==> src/rtl/npc_bpred_pkg.sv <==
// Shared definitions for the next-PC / branch-prediction slice:
// control-transfer kinds, default vectors and the sequential-PC helper.
package npc_bpred_pkg;

    typedef enum logic [1:0] {
        CT_NONE = 2'd0,
        CT_BR   = 2'd1,
        CT_J    = 2'd2,
        CT_JR   = 2'd3
    } ct_kind_e;

    localparam logic [31:0] PC_RESET_DEFAULT = 32'h0000_3000;
    localparam logic [31:0] EXC_VEC_DEFAULT  = 32'h0000_4180;

    // Modulo-2^32 sequential successor; 32'hFFFF_FFFC wraps to 0.
    function automatic logic [31:0] seq_pc(input logic [31:0] pc);
        return pc + 32'd4;
    endfunction

endpackage

==> src/rtl/npc_bpred_if.sv <==
// Fetch/decode control bundle between the pipeline (master) and the
// next-PC predictor (slave).
interface npc_bpred_if;

    logic        stallF;
    logic        exc_req;
    logic        eretD;
    logic [31:0] epc;
    logic        d_valid;
    logic [1:0]  d_kind;
    logic [31:0] d_pc;
    logic        d_taken;
    logic [31:0] d_target;
    logic        d_pred_taken;
    logic [31:0] d_pred_target;
    logic [31:0] pcF;
    logic        pred_takenF;
    logic [31:0] pred_targetF;
    logic        flush_fd;
    logic [31:0] mispred_cnt;

    modport master (
        output stallF, exc_req, eretD, epc, d_valid, d_kind, d_pc, d_taken,
               d_target, d_pred_taken, d_pred_target,
        input  pcF, pred_takenF, pred_targetF, flush_fd, mispred_cnt
    );

    modport slave (
        input  stallF, exc_req, eretD, epc, d_valid, d_kind, d_pc, d_taken,
               d_target, d_pred_taken, d_pred_target,
        output pcF, pred_takenF, pred_targetF, flush_fd, mispred_cnt
    );

endinterface

==> src/rtl/npc_btb_array.sv <==
// Direct-mapped BTB storage: combinational lookup, one read-modify-write
// update port applying the counter/allocation policy, sync valid clear.
module npc_btb_array
    import npc_bpred_pkg::*;
#(
    parameter int BTB_ENTRIES = 16,
    parameter int CNT_W       = 2
) (
    input  logic        clk,
    input  logic        reset,
    input  logic [29:0] rd_word,
    output logic        rd_hit,
    output logic        rd_taken,
    output logic [31:0] rd_target,
    input  logic        wr_en,
    input  logic [29:0] wr_word,
    input  ct_kind_e    wr_kind,
    input  logic        wr_taken,
    input  logic [31:0] wr_target
);

    localparam int IDX   = $clog2(BTB_ENTRIES);
    localparam int TAG_W = 30 - IDX;
    localparam logic [CNT_W-1:0] CNT_MAX  = '1;
    localparam logic [CNT_W-1:0] CNT_WEAK = CNT_W'(1) << (CNT_W - 1);
    localparam logic [CNT_W-1:0] CNT_ONE  = CNT_W'(1);

    logic [IDX-1:0]   rd_idx, wr_idx;
    logic [TAG_W-1:0] rd_tag, wr_tag;

    logic             valid_all  [BTB_ENTRIES];
    logic [TAG_W-1:0] tag_all    [BTB_ENTRIES];
    logic [31:0]      target_all [BTB_ENTRIES];
    logic             taken_all  [BTB_ENTRIES];

    assign rd_idx = rd_word[IDX-1:0];
    assign rd_tag = rd_word[29:IDX];
    assign wr_idx = wr_word[IDX-1:0];
    assign wr_tag = wr_word[29:IDX];

    genvar gi;
    generate
        for (gi = 0; gi < BTB_ENTRIES; gi++) begin : g_ent
            localparam logic [IDX-1:0] ENT_IDX = IDX'(gi);

            logic             valid_q, valid_d;
            logic [TAG_W-1:0] tag_q, tag_d;
            logic [31:0]      target_q, target_d;
            logic [CNT_W-1:0] cnt_q, cnt_d;
            logic             hit_w;

            always_comb begin
                valid_d  = valid_q;
                tag_d    = tag_q;
                target_d = target_q;
                cnt_d    = cnt_q;
                hit_w    = valid_q && (tag_q == wr_tag);
                if (wr_en && (wr_idx == ENT_IDX)) begin
                    if (wr_kind == CT_BR) begin
                        if (hit_w) begin
                            if (wr_taken) begin
                                target_d = wr_target;
                                if (cnt_q != CNT_MAX) cnt_d = cnt_q + CNT_ONE;
                            end else if (cnt_q != '0) begin
                                cnt_d = cnt_q - CNT_ONE;
                            end
                        end else if (wr_taken) begin
                            valid_d  = 1'b1;
                            tag_d    = wr_tag;
                            target_d = wr_target;
                            cnt_d    = CNT_WEAK;
                        end
                    end else if (wr_kind != CT_NONE) begin
                        valid_d  = 1'b1;
                        tag_d    = wr_tag;
                        target_d = wr_target;
                        cnt_d    = CNT_MAX;
                    end
                end
            end

            // A write coinciding with reset is dropped; only valid is cleared.
            always_ff @(posedge clk) begin
                if (reset) begin
                    valid_q <= 1'b0;
                end else begin
                    valid_q  <= valid_d;
                    tag_q    <= tag_d;
                    target_q <= target_d;
                    cnt_q    <= cnt_d;
                end
            end

            assign valid_all[gi]  = valid_q;
            assign tag_all[gi]    = tag_q;
            assign target_all[gi] = target_q;
            assign taken_all[gi]  = cnt_q[CNT_W-1];
        end
    endgenerate

    // Reads see the pre-edge contents, so a same-index update is read-old.
    assign rd_hit    = valid_all[rd_idx] && (tag_all[rd_idx] == rd_tag);
    assign rd_taken  = taken_all[rd_idx];
    assign rd_target = target_all[rd_idx];

endmodule

==> src/rtl/npc_bpred.sv <==
// Fetch PC register with BTB-driven prediction; resolves D control
// transfers, redirects on mispredict/exception/eret and counts mispredicts.
module npc_bpred
    import npc_bpred_pkg::*;
#(
    parameter logic [31:0] PC_RESET    = PC_RESET_DEFAULT,
    parameter logic [31:0] EXC_VEC     = EXC_VEC_DEFAULT,
    parameter int          BTB_ENTRIES = 16,
    parameter int          CNT_W       = 2
) (
    input logic        clk,
    input logic        reset,
    npc_bpred_if.slave bus
);

    logic [31:0] pcF_q, pcF_d;
    logic [31:0] mis_q, mis_d;
    logic        lk_hit, lk_taken;
    logic [31:0] lk_target;
    logic        pred_taken;
    logic [31:0] pred_target;
    logic [31:0] act_next, pred_next;
    logic        resolve, mispredict, eret_go;

    npc_btb_array #(
        .BTB_ENTRIES(BTB_ENTRIES),
        .CNT_W      (CNT_W)
    ) u_btb (
        .clk      (clk),
        .reset    (reset),
        .rd_word  (pcF_q[31:2]),
        .rd_hit   (lk_hit),
        .rd_taken (lk_taken),
        .rd_target(lk_target),
        .wr_en    (resolve && !reset),
        .wr_word  (bus.d_pc[31:2]),
        .wr_kind  (ct_kind_e'(bus.d_kind)),
        .wr_taken (bus.d_taken),
        .wr_target(bus.d_target)
    );

    always_comb begin
        pred_taken  = lk_hit && lk_taken;
        pred_target = lk_hit ? lk_target : seq_pc(pcF_q);
        act_next    = bus.d_taken      ? bus.d_target      : seq_pc(bus.d_pc);
        pred_next   = bus.d_pred_taken ? bus.d_pred_target : seq_pc(bus.d_pc);
        resolve     = bus.d_valid && (bus.d_kind != CT_NONE) && !bus.stallF;
        mispredict  = resolve && (act_next != pred_next);
        eret_go     = bus.eretD && !bus.stallF;

        if (bus.exc_req)    pcF_d = EXC_VEC;
        else if (eret_go)   pcF_d = bus.epc;
        else if (mispredict) pcF_d = act_next;
        else if (bus.stallF) pcF_d = pcF_q;
        else if (pred_taken) pcF_d = pred_target;
        else                pcF_d = seq_pc(pcF_q);

        // An exception pre-empts the redirect, so it is not counted.
        mis_d = mis_q;
        if (mispredict && !bus.exc_req && (mis_q != 32'hFFFF_FFFF))
            mis_d = mis_q + 32'd1;
    end

    always_ff @(posedge clk) begin
        if (reset) begin
            pcF_q <= PC_RESET;
            mis_q <= 32'd0;
        end else begin
            pcF_q <= pcF_d;
            mis_q <= mis_d;
        end
    end

    assign bus.pcF          = pcF_q;
    assign bus.pred_takenF  = pred_taken;
    assign bus.pred_targetF = pred_target;
    assign bus.flush_fd     = !reset && (mispredict || bus.exc_req || eret_go);
    assign bus.mispred_cnt  = mis_q;

endmodule
==> src/flat_wrapper.sv <==
// flat-port wrapper written by rule: the top's interface ports become plain ports
module npc_bpred_flat import npc_bpred_pkg::*;
#(
    parameter logic [31:0] PC_RESET    = PC_RESET_DEFAULT,
    parameter logic [31:0] EXC_VEC     = EXC_VEC_DEFAULT,
    parameter int          BTB_ENTRIES = 16,
    parameter int          CNT_W       = 2
)
  (clk, reset, bus_stallF, bus_exc_req, bus_eretD, bus_epc, bus_d_valid, bus_d_kind, bus_d_pc, bus_d_taken, bus_d_target, bus_d_pred_taken, bus_d_pred_target, bus_pcF, bus_pred_takenF, bus_pred_targetF, bus_flush_fd, bus_mispred_cnt);
  npc_bpred_if bus_i ();
  input logic clk;
  input logic reset;
  input wire logic [$bits(bus_i.stallF)-1:0] bus_stallF;
  input wire logic [$bits(bus_i.exc_req)-1:0] bus_exc_req;
  input wire logic [$bits(bus_i.eretD)-1:0] bus_eretD;
  input wire logic [$bits(bus_i.epc)-1:0] bus_epc;
  input wire logic [$bits(bus_i.d_valid)-1:0] bus_d_valid;
  input wire logic [$bits(bus_i.d_kind)-1:0] bus_d_kind;
  input wire logic [$bits(bus_i.d_pc)-1:0] bus_d_pc;
  input wire logic [$bits(bus_i.d_taken)-1:0] bus_d_taken;
  input wire logic [$bits(bus_i.d_target)-1:0] bus_d_target;
  input wire logic [$bits(bus_i.d_pred_taken)-1:0] bus_d_pred_taken;
  input wire logic [$bits(bus_i.d_pred_target)-1:0] bus_d_pred_target;
  output wire logic [$bits(bus_i.pcF)-1:0] bus_pcF;
  output wire logic [$bits(bus_i.pred_takenF)-1:0] bus_pred_takenF;
  output wire logic [$bits(bus_i.pred_targetF)-1:0] bus_pred_targetF;
  output wire logic [$bits(bus_i.flush_fd)-1:0] bus_flush_fd;
  output wire logic [$bits(bus_i.mispred_cnt)-1:0] bus_mispred_cnt;
  assign bus_i.stallF = bus_stallF;
  assign bus_i.exc_req = bus_exc_req;
  assign bus_i.eretD = bus_eretD;
  assign bus_i.epc = bus_epc;
  assign bus_i.d_valid = bus_d_valid;
  assign bus_i.d_kind = bus_d_kind;
  assign bus_i.d_pc = bus_d_pc;
  assign bus_i.d_taken = bus_d_taken;
  assign bus_i.d_target = bus_d_target;
  assign bus_i.d_pred_taken = bus_d_pred_taken;
  assign bus_i.d_pred_target = bus_d_pred_target;
  assign bus_pcF = bus_i.pcF;
  assign bus_pred_takenF = bus_i.pred_takenF;
  assign bus_pred_targetF = bus_i.pred_targetF;
  assign bus_flush_fd = bus_i.flush_fd;
  assign bus_mispred_cnt = bus_i.mispred_cnt;
  npc_bpred #(.PC_RESET(PC_RESET), .EXC_VEC(EXC_VEC), .BTB_ENTRIES(BTB_ENTRIES), .CNT_W(CNT_W)) u_core (.clk(clk), .reset(reset), .bus(bus_i));
endmodule
==> config.mk <==
export PLATFORM = sky130hd
export DESIGN_NAME = npc_bpred_flat
export DESIGN_NICKNAME = d
export VERILOG_FILES = /design/src/rtl/npc_bpred_pkg.sv /design/src/rtl/npc_bpred_if.sv /design/src/rtl/npc_btb_array.sv /design/src/rtl/npc_bpred.sv /design/src/flat_wrapper.sv
export SDC_FILE = /design/constraint.sdc
export NUM_CORES = 2
export LEC_CHECK = 0
export CORE_MARGIN = 2
export CORE_UTILIZATION = 38
export DETAILED_ROUTE_END_ITERATION = 8
export GPL_TIMING_DRIVEN = 0
export SLEW_MARGIN = 20
export SYNTH_ARGS = -nofsm -noshare
export SYNTH_HDL_FRONTEND = slang
export SYNTH_SLANG_ARGS = --single-unit
==> constraint.sdc <==
create_clock -name clk -period 12.8 [get_ports clk]
set_input_delay 3.84 -clock clk [delete_from_list [all_inputs] [get_ports clk]]
set_output_delay 3.84 -clock clk [all_outputs]
set_load 0.01 [all_outputs]
==> run_results.csv <==
group,metric,value,unit
synthesis,synth_ff_type,"edfxtp_1",
floorplanning,die_y,370,um
finish,nNetsFinal,3988,
timing,maxSlewViolCount,0,
min_path,hold_depth,1,
floorplanning,start_util,38.2,%
synthesis,yosysSeqAreaShare,59.8,%
floorplanning,die_w,370,um
setup_path,cp-end-kind,"primary output",
placed_design,hpwl,163000,um
cts,cts.path.max_buffers,3,
cts,clkTransAtPathRegs,0.06,ns
floorplanning,core,0.133,mm2
setup_path,rrSetupSlack,6.22,ns
setup_path,critPathLaunch,"bus_d_pc[29]",
placed_design,placed_area,0.0567,mm2
detailed_routing,avgViaCountPerCell,6.29,
synthesis,syn_area_per_cell,14.9,um2
min_path,hp-start,"u_core.u_btb.g_ent[8].valid_q$_SDFFE_PP0P_",
setup_path,critPathTopFamily,"buffers and inverters",
global_routing,grt_antenna_before_repair,19,
detailed_routing,wl_met3,28600,um
detailed_routing,top_layer_used,"met5",
synthesis,synth_nets,3555,
floorplanning,io_pins,236,
placed_design,gp_congestion,1.03,
power_and_ir_drop,leakage,19.1,nW
detailed_routing,routedWlPerCell,37.5,um
synthesis,synth.ff_latch_count,1040,
timing,hold_violations,0,
detailed_routing,m1WireLength,86700,um
cts,clkLatencyLatePin,0.75,ns
global_routing,grt_pass1_vias,33600,
outcome,status,"finished with violations",
timing,setup_viol,1,
setup_path,cp_cell_sequence,"clkdlybuf4s50_1, clkbuf_1, clkdlybuf4s15_1, nor3_1, a32oi_1, o2111ai_1, o31ai_2, and3_1, a21o_1, buf_4, buf_6, a31oi_1, clkdlybuf4s50_1",
setup_path,worstReg2RegStart,"u_core.bus.pcF[4]$_SDFFE_PP0P_",
synthesis,synth_area,0.0509,mm2
global_routing,grt-ovfl-total,0,
cts,cts_buffers,104,
setup_path,slowest_stage,"clkdlybuf4s50_1",
cts,h-tree-depth,3,
setup_path,path_buf_inv,6,
timing,finClkSkew,0.0299,ns
global_routing,gr-usage-all-layers,30.7,%
synthesis,yosys_warnings,0,
timing,tns,-0.0617,ns
finish,design_area,0.0604,mm2
min_path,holdCritPathClass,"reg -> reg",
detailed_routing,num_vias,35900,
synthesis,synth_edf_count,960,
global_routing,grt_start_max_net_pins,23,
timing,relSlewSlack,14.9,%
setup_path,critPathKind,"in -> out",
cts,clockRootBuffer,"clkbuf_16",
setup_path,crit_required,8.96,ns
finish,area_delta_synth_final,18.7,%
power_and_ir_drop,irDropWorstVdd,0.0924,mV
timing,finalCritPeriodShare,100,%
min_path,whs_endpoint,"u_core.u_btb.g_ent[8].valid_q$_SDFFE_PP0P_",
setup_path,crit_path_max_fanout,19,
setup_path,r2r-end,"u_core.bus.pcF[28]$_SDFFE_PP0P_",
run,drv_cap,0,
setup_path,arrival,9.02,ns
placed_design,numPortBuffers,234,
timing,fmax,77.7,MHz
detailed_routing,wirelength,214000,um
outcome,violations,"negative setup slack",
detailed_routing,drc,0,
placed_design,pre_cts_ws,-1.43,ns
timing,finalWorstSetupSlack,-0.0617,ns
cts,cts_tree,"done",
cts,clock-sinks,1040,
timing,fin_crit,12.86,ns
global_routing,grt_pass1_wl,288000,um
floorplanning,die-area,0.137,mm2
timing,worst_slew_pin_slew,1.27,ns
synthesis,synthArstFlopShare,0,%
finish,layout.cells.non_filler,5704,
detailed_routing,ant_nets,0,
placed_design,place_inst,5501,
floorplanning,placementRows,134,
setup_path,start_kind,"primary input",
timing,whs,0.481,ns
detailed_routing,drt-pass1-iter-count,6,
power_and_ir_drop,p_per_area,127,mW/mm2
detailed_routing,drtIter0Drc,6528,
detailed_routing,met2_wirelength,91300,um
setup_path,crit_path_frequent_cell,"clkdlybuf4s50_1",
finish,layout-drive-gt1-share,17.9,%
setup_path,ff2ff_path_depth,15,
synthesis,synthDistinctLibCells,78,
synthesis,synthCells,3411,
setup_path,cpPeakStageDelay,1.12,ns
## metal layers
| metal | GRT usage, % | vias up |
|---|---|---|
| met3 | 9.37 | 348 |
| li1 | - | 14300 |
| met1 | 44.0 | 18600 |
| met4 | 9.91 | 20 |
| met5 | 0 | - |
| met2 | 44.5 | 2577 |
## flip-flops by register name (all words and copies together), names as in the netlist, named ones only
name,count
u_core.u_btb.g_ent.valid_q,16
u_core.bus.pcF,30
u_core.bus.mispred_cnt,32
u_core.u_btb.g_ent.tag_q,416
u_core.u_btb.g_ent.target_q,512
u_core.u_btb.g_ent.cnt_q,32
## synthesized netlist by cell type, types with 55 or more instances
cell,n,area (um2)
edfxtp_1,960,28800
xnor2_1,378,3310
mux4_2,255,5740
xor2_1,231,2020
nand2_1,115,432
nand4_1,114,713
nor2_1,114,428
clkbuf_1,110,413
mux2i_1,97,971
o21ai_0,88,440
dfxtp_1,80,1600
a21oi_1,70,350
nand3_1,68,340
nor4_1,65,407
nor3_1,62,310
buf_2,55,275
## timing repair
item | 4_1_cts | 5_1_grt
buffers inserted | 7 | 0
endpoints found under the setup margin | 1 | 1
resized for setup | 71 | 19
hold buffers | 0 | 0
pin swaps | 2 | 0
## cells by family (layout without fill, tap and decap cells)
| group | after synthesis | after routing | share of synthesized area [%] |
|---|---|---|---|
| flip-flops | 1040 | 1040 | 59.8 |
| AND/OR/NAND/NOR | 686 | 686 | 7.30 |
| XOR/XNOR | 619 | 619 | 10.9 |
| multiplexers | 411 | 411 | 14.5 |
| AO/OA/AOI/OAI | 389 | 389 | 5.12 |
| buffers and inverters | 260 | 781 | 2.22 |
| adder cells (fa/ha/maj) | 6 | 6 | 0.148 |
| other | 0 | 4 | 0 |
## worst max path at each step
stage	endpoint	slack, ns	depth (start not counted)
final	bus_flush_fd	-0.06	13
after global routing	bus_flush_fd	-0.004	16
after CTS	bus_flush_fd	0.08	16
after detailed placement	bus_flush_fd	-1.43	16
after global placement	u_core.u_btb.g_ent[15].tag_q[24]$_DFFE_PP_	-2.73	7
after floorplan	bus_flush_fd	2.14	14
## power breakdown
group	switching [W]	total (W)	internal, W	leakage, nW
Sequential	0.0000199	0.00374	0.00372	9.34
Clock	0.00139	0.00315	0.00176	1.67
Combinational	0.000536	0.000808	0.000272	8.08
Total	0.00194	0.00770	0.00575	19.1
## final cells by class
type / instances / area, um2
buffer: 235 / 1070
clock inverter: 64 / 659
inverter: 23 / 86.3
clock buffer: 130 / 2770
timing repair buffer: 329 / 3480
multi-input combinational: 2111 / 19700
antenna: 4 / 10.0
tap: 1768 / 2210
fill: 11700 / 72700
sequential: 1040 / 30400
## worst reg2reg max path, delay by kind of cell (launching register included)
family,cells,cell delay [ns]
DFF,1,0.47
buffers and inverters,6,2.78
muxes,2,1.21
AOI/OAI and AO/OA,3,0.82
xor gates and xnor gates,1,0.22
and+or+nand+nor,3,0.97
## per-stage QoR
| step | utilization, % | total power, W |
|---|---|---|
| final | 45.4 | 0.00770 |
| after global routing | 45.4 | 0.00785 |
| after CTS | 45.3 | 0.00768 |
| after detailed placement | 42.6 | 0.00459 |
| after global placement | 41.7 | 0.00458 |
| after floorplan | - | 0.00418 |
## layout by cell type (no fill, tap or decap), types with 15 or more instances in the layout
cell type        netlist  routed
a211oi_1              29      28
a21o_1                17      17
a21oi_1               70      70
and3_1                27      27
buf_1                 54      45
buf_12                 0      17
buf_2                 55      61
buf_4                 14      76
clkbuf_1             110     123
clkbuf_16              0     106
clkdlybuf4s15_2        0      17
clkdlybuf4s50_1        0     212
clkinv_1               0      21
clkinv_2               0      19
dfxtp_1               80      80
edfxtp_1             960     960
inv_1                 20      20
mux2_1                30      30
mux2_2                29      29
mux2i_1               97      96
mux4_2               255     255
nand2_1              115     114
nand3_1               68      68
nand4_1              114     114
nor2_1               114      98
nor2_4                 0      15
nor3_1                62      45
nor3_2                 0      17
nor4_1                65      63
o21ai_0               88      88
o221ai_1              17      17
o22ai_1               20      20
o31ai_1               44      40
or4_1                 34      34
xnor2_1              378     378
xor2_1               231     231
(Power assumes the default switching activity.)
